--- config.mk ---
export PLATFORM = sky130hd
export DESIGN_NAME = uart_tx_cfg
export DESIGN_NICKNAME = d
export VERILOG_FILES = /design/src/rtl/uart_pkg.sv /design/src/rtl/uart_tx_hold.sv /design/src/rtl/uart_tx_cfg.sv
export SDC_FILE = /design/constraint.sdc
export NUM_CORES = 1
export LEC_CHECK = 0
export CORE_MARGIN = 2
export CORE_UTILIZATION = 59
export CTS_CLUSTER_DIAMETER = 40
export DETAILED_ROUTE_END_ITERATION = 6
export PLACE_DENSITY = 0.83
export SETUP_SLACK_MARGIN = 0.15
export SLEW_MARGIN = 20
export SYNTH_ARGS = -nofsm -noshare
export SYNTH_HDL_FRONTEND = slang
export SYNTH_SLANG_ARGS = --single-unit
--- constraint.sdc ---
create_clock -name clk -period 4.34 [get_ports clk]
set_clock_uncertainty 0.15 [all_clocks]
set_input_delay 0.868 -clock clk [delete_from_list [all_inputs] [get_ports clk]]
set_output_delay 0.868 -clock clk [all_outputs]
set_load 0.01 [all_outputs]
--- src/rtl/uart_pkg.sv ---
// Shared UART transmitter types and constants.
// Defining UART_TX_BREAK_EN adds the BREAK state to the FSM encoding.
package uart_pkg;
  localparam int DATA_BITS_MIN = 5;
  localparam int DATA_BITS_MAX = 9;

  localparam logic [1:0] PAR_NONE = 2'b00;
  localparam logic [1:0] PAR_EVEN = 2'b01;
  localparam logic [1:0] PAR_ODD  = 2'b10;

`ifdef UART_TX_BREAK_EN
  typedef enum logic [2:0] {ST_IDLE, ST_DATA, ST_PARITY, ST_STOP, ST_BREAK} tx_state_e;
`else
  typedef enum logic [1:0] {ST_IDLE, ST_DATA, ST_PARITY, ST_STOP} tx_state_e;
`endif

  // 2'b11 is an alias for "no parity".
  function automatic logic par_enabled(input logic [1:0] cfg);
    return (cfg == PAR_EVEN) || (cfg == PAR_ODD);
  endfunction
endpackage

--- src/rtl/uart_tx_hold.sv ---
// One-entry holding register for the UART transmitter: word plus its frame config.
module uart_tx_hold
  import uart_pkg::*;
#(
  parameter int DATA_BITS = 8
) (
  input  logic                 clk,
  input  logic                 reset,
  input  logic [DATA_BITS-1:0] data_i,
  input  logic                 valid_i,
  input  logic [1:0]           parity_i,
  input  logic                 stop2_i,
  input  logic                 take_i,
  output logic                 ready_o,
  output logic                 hold_valid_o,
  output logic [DATA_BITS-1:0] hold_data_o,
  output logic [1:0]           hold_parity_o,
  output logic                 hold_stop2_o
);
  logic                 valid_q;
  logic [DATA_BITS-1:0] data_q;
  logic [1:0]           parity_q;
  logic                 stop2_q;

  // Accept needs an empty slot and take needs a full one, so they never collide.
  always_ff @(posedge clk or posedge reset) begin
    if (reset) begin
      valid_q  <= 1'b0;
      data_q   <= '0;
      parity_q <= PAR_NONE;
      stop2_q  <= 1'b0;
    end else if (valid_i && !valid_q) begin
      valid_q  <= 1'b1;
      data_q   <= data_i;
      parity_q <= parity_i;
      stop2_q  <= stop2_i;
    end else if (take_i) begin
      valid_q  <= 1'b0;
    end
  end

  assign ready_o       = !valid_q;
  assign hold_valid_o  = valid_q;
  assign hold_data_o   = data_q;
  assign hold_parity_o = parity_q;
  assign hold_stop2_o  = stop2_q;
endmodule

--- src/rtl/uart_tx_cfg.sv ---
// Configurable UART transmitter: per-word parity and stop-bit count, zero-gap back-to-back frames.
// Define UART_TX_BREAK_EN to add the break_req input and the BREAK line state.
module uart_tx_cfg
  import uart_pkg::*;
#(
  parameter int DATA_BITS = 8
) (
  input  logic                 clk,
  input  logic                 reset,
  input  logic                 TX_baud_tick,
  input  logic [DATA_BITS-1:0] data_in,
  input  logic                 data_valid,
  output logic                 data_ready,
  input  logic [1:0]           cfg_parity,
  input  logic                 cfg_stop2,
`ifdef UART_TX_BREAK_EN
  input  logic                 break_req,
`endif
  output logic                 tx,
  output logic                 busy,
  output logic                 frame_done
);
  localparam int              CNT_W    = $clog2(DATA_BITS + 1);
  localparam logic [CNT_W-1:0] CNT_LAST = CNT_W'(DATA_BITS);

  tx_state_e            state_q;
  logic [DATA_BITS-1:0] shift_q;
  logic [CNT_W-1:0]     cnt_q;
  logic                 par_en_q, par_bit_q, stop2_q;
  logic                 tx_q, busy_q, done_q;

  logic                 hold_valid, hold_stop2;
  logic [1:0]           hold_parity;
  logic [DATA_BITS-1:0] hold_data;
  logic                 brk, last_stop, take;

`ifdef UART_TX_BREAK_EN
  assign brk = break_req;
`else
  assign brk = 1'b0;
`endif

  // cnt_q is reused as the stop-bit index while in STOP.
  assign last_stop = (state_q == ST_STOP) && (cnt_q == {{(CNT_W-1){1'b0}}, stop2_q});
  assign take      = TX_baud_tick && hold_valid &&
                     (((state_q == ST_IDLE) && !brk) || last_stop);

  uart_tx_hold #(.DATA_BITS(DATA_BITS)) u_hold (
    .clk          (clk),
    .reset        (reset),
    .data_i       (data_in),
    .valid_i      (data_valid),
    .parity_i     (cfg_parity),
    .stop2_i      (cfg_stop2),
    .take_i       (take),
    .ready_o      (data_ready),
    .hold_valid_o (hold_valid),
    .hold_data_o  (hold_data),
    .hold_parity_o(hold_parity),
    .hold_stop2_o (hold_stop2)
  );

  always_ff @(posedge clk or posedge reset) begin
    if (reset) begin
      state_q   <= ST_IDLE;
      shift_q   <= '0;
      cnt_q     <= '0;
      par_en_q  <= 1'b0;
      par_bit_q <= 1'b0;
      stop2_q   <= 1'b0;
      tx_q      <= 1'b1;
      busy_q    <= 1'b0;
      done_q    <= 1'b0;
    end else begin
      done_q <= 1'b0;
      if (take) begin
        // Start bit, either from IDLE or straight after the previous last stop bit.
        tx_q      <= 1'b0;
        busy_q    <= 1'b1;
        done_q    <= last_stop;
        state_q   <= ST_DATA;
        cnt_q     <= '0;
        shift_q   <= hold_data;
        par_en_q  <= par_enabled(hold_parity);
        par_bit_q <= (hold_parity == PAR_ODD) ? ~^hold_data : ^hold_data;
        stop2_q   <= hold_stop2;
      end else if (TX_baud_tick) begin
        case (state_q)
          ST_IDLE: begin
            if (brk) begin
`ifdef UART_TX_BREAK_EN
              tx_q    <= 1'b0;
              busy_q  <= 1'b1;
              state_q <= ST_BREAK;
`endif
            end
          end
          ST_DATA: begin
            if (cnt_q == CNT_LAST) begin
              cnt_q <= '0;
              if (par_en_q) begin
                tx_q    <= par_bit_q;
                state_q <= ST_PARITY;
              end else begin
                tx_q    <= 1'b1;
                state_q <= ST_STOP;
              end
            end else begin
              tx_q    <= shift_q[0];
              shift_q <= shift_q >> 1;
              cnt_q   <= cnt_q + 1'b1;
            end
          end
          ST_PARITY: begin
            tx_q    <= 1'b1;
            state_q <= ST_STOP;
          end
          ST_STOP: begin
            if (last_stop) begin
              done_q  <= 1'b1;
              busy_q  <= 1'b0;
              state_q <= ST_IDLE;
            end else begin
              cnt_q <= cnt_q + 1'b1;
            end
          end
`ifdef UART_TX_BREAK_EN
          ST_BREAK: begin
            if (!brk) begin
              tx_q    <= 1'b1;
              busy_q  <= 1'b0;
              state_q <= ST_IDLE;
            end
          end
`endif
          default: state_q <= ST_IDLE;
        endcase
      end
    end
  end

  assign tx         = tx_q;
  assign busy       = busy_q;
  assign frame_done = done_q;
endmodule

==> impl_metrics.env <==
export IMPL_grt_usage=0.222
export IMPL_start_util=0.612
export IMPL_core_area_um2=2710
export IMPL_drt_iter0_drc=45
export IMPL_ff2ff_path_depth=6
export IMPL_synth_cell_types=40
export IMPL_synth_nets=176
export IMPL_status="completed"
export IMPL_yosys_top_cells_count="31 x dfrtp_1, 16 x nand2_1, 13 x o21ai_0, 12 x inv_1, 12 x mux2_2"
export IMPL_yosysMostFrequentCell="dfrtp_1"
export IMPL_power_density_nw_per_um2=759
export IMPL_period_share=0.633
export IMPL_cts_sinks=32
export IMPL_cts_resized=0
export IMPL_area_growth_pct=16.9
export IMPL_ir_drop_mv=0.571
export IMPL_crit_chain="clkdlybuf4s50_1, nand2_1, nor2b_1, mux2i_1, o21ai_0"
export IMPL_io_buffers=18
export IMPL_first_pass_iters=4
export IMPL_relSlewSlack=0.373
export IMPL_wl_per_cell_um=15.1
export IMPL_synthArstFlopShare=1.00
export IMPL_yosys_top_cells_area="dfrtp_1 47%, mux2_2 8.2%, ha_1 5.3%, o21ai_0 3.9%, xnor2_1 3.7%"
export IMPL_diodes=0
export IMPL_clk_pin_slew_ps=110
export IMPL_synth_avg_cell_area_um2=10.8
export IMPL_crit_path_max_fanout=12
export IMPL_postSynthCellCount=154
export IMPL_antenna_found_initial=0
export IMPL_ys_seq_area_frac=0.484
export IMPL_setup_ws_ps=1590
export IMPL_dp_hpwl_mm=2.30
export IMPL_p_int_w=0.000902
export IMPL_hold_class="reg -> reg"
export IMPL_slew_viol_final=0
export IMPL_p_comb_frac=0.466
export IMPL_p_leak_nw=0.824
export IMPL_fin_nets=197
export IMPL_swShare=0.387
export IMPL_die_height_um=57.0
export IMPL_grt_pass1_vias=1206
export IMPL_clkLatencyLatePin_ps=340
export IMPL_crit_slowest_cell="clkdlybuf4s50_1"
export IMPL_drive_gt1_frac=0.153
export IMPL_endpoint_kind="flop"
export IMPL_ys_ff_latch=32
export IMPL_crit_path_max_incr_delay_ps=770
export IMPL_fmax_mhz=364
export IMPL_floorplan_rows=19
export IMPL_pre_cts_ws_ps=1260
export IMPL_rsz0062_at_grt="false"
export IMPL_fin_crit_ps=2750
export IMPL_dieArea_um2=3250
export IMPL_die_w_um=57.0
export IMPL_clockRootBuffer="clkbuf_4"
export IMPL_synth_edf_count=0
export IMPL_ys_warn_count=0
export IMPL_path_class="in -> reg"
export IMPL_grt_max_degree=25
export IMPL_hold_buffers=0
export IMPL_num_vias=1186
export IMPL_drc=0
export IMPL_crit_required_ps=4390
export IMPL_gp_congestion=0.800
export IMPL_num_io_pins=19
export IMPL_power_switching_w=0.000569
export IMPL_setup_tns_ps=0
export IMPL_cts_buffer_depth=2
export IMPL_worst_slew_pin_slew_ps=938
export IMPL_ys_flop_type="dfrtp_1"
export IMPL_cts_tree="done"
export IMPL_clock_power_share=0.155
export IMPL_yosysTopAreaCell="dfrtp_1"
export IMPL_start_kind="input port"
export IMPL_htreeDepth=2
export IMPL_syn_cell_area_um2=1660
export IMPL_seq_power_share=0.379
export IMPL_routed_wl_mm=3.13
export IMPL_maxCapViolations=0
export IMPL_hold_path_depth=1
export IMPL_finalHoldViolCount=0
export IMPL_ant_nets=0
export IMPL_grt_pass1_wl_mm=5.40
export IMPL_synth_top_area_frac=0.468
export IMPL_cts_setup_buffers=0
export IMPL_finalSetupViolations=0
export IMPL_cts_buffers=5
export IMPL_gr_total_overflow=0
export IMPL_viasPerCell=5.73
export IMPL_arrival_ps=2800
==> layer usage <==
metal  wire, um  GRT usage  up-vias
met5          0          0        -
met4         55      0.106        0
met3        163     0.0748        4
met2       1480      0.337       36
met1       1430      0.288      574
li1           -          -      572
==> power groups by stage <==
stage | logic [W] | clock network (W) | registers (W)
6_report | 0.000686 | 0.000227 | 0.000557
5_1_grt | 0.000766 | 0.000246 | 0.000570
4_1_cts | 0.000690 | 0.000235 | 0.000556
3_5_place_dp | 0.000680 | 0 | 0.000562
3_3_place_gp | 0.000649 | 0 | 0.000548
2_1_floorplan | 0.000544 | 0 | 0.000532
==> cell type report <==
| type | count | area [um^2] |
|---|---|---|
| clock buffers | 5 | 37.5 |
| clock inverters | 3 | 42.5 |
| fillers | 204 | 772 |
| inverters | 12 | 45.0 |
| multi-input cells | 105 | 785 |
| flip-flops and latches | 32 | 802 |
| well taps | 31 | 38.8 |
| repair buffers | 19 | 188 |
==> state kept, by name, indices dropped and copies added (netlist names) <==
name                  count
u_hold.hold_parity_o      2
tx                        1
stop2_q                   1
cnt_q                     4
par_bit_q                 1
u_hold.hold_valid_o       1
busy                      1
state_q                   2
u_hold.hold_stop2_o       1
u_hold.hold_data_o        8
shift_q                   8
frame_done                1
par_en_q                  1
==> metrics by stage <==
stage	cell area, um^2	hold slack, ps	power, W	utilization	instances
6_report	1940	381	0.00147	0.715	207
4_1_cts	1940	378	0.00148	0.715	207
2_1_floorplan	1660	325	0.00108	-	154
5_1_grt	1940	394	0.00158	0.715	207
3_5_place_dp	1860	349	0.00124	0.686	199
3_3_place_gp	1860	343	0.00120	0.686	199
==> cell families after synthesis <==
group           count (synthesis)  synth area share
compound gates                 34             0.137
xor+xnor                        9            0.0475
fa+ha+maj                       7            0.0528
buf+inv                        17            0.0430
flops                          32             0.484
mux                            18             0.118
simple gates                   37             0.118
==> layout by cell type, fill, tap and decap left out, types with 2 or more instances in the layout <==
cell / n
nor2b_1: 3
mux2_2: 12
ha_1: 7
o21ai_0: 13
nand2_1: 16
nor2_1: 9
xor2_1: 2
clkbuf_4: 5
inv_1: 12
mux2i_1: 6
a31oi_1: 2
dfrtp_1: 31
a211oi_1: 2
a21oi_1: 5
xnor2_1: 7
clkdlybuf4s50_1: 18
==> worst max-delay path: cells and delay by family <==
kind / cells / cell delay (ps)
AOI/OAI and AO/OA: 1 / 110
muxes: 1 / 250
buffers and inverters: 1 / 770
and+or+nand+nor: 2 / 800
==> worst paths after layout <==
check                                    start                       to  slack, ps
setup / recovery                  TX_baud_tick               shift_q[5]       1590
hold / removal             u_hold.hold_stop2_o      u_hold.hold_stop2_o        380
setup reg to reg                      cnt_q[0]               shift_q[5]       2020
hold reg to reg            u_hold.hold_stop2_o      u_hold.hold_stop2_o        380
max in group asynchronous                reset                       tx       2480
min in group asynchronous                reset  u_hold.hold_parity_o[0]        820
No activity file was read; power rests on OpenSTA's default activity.
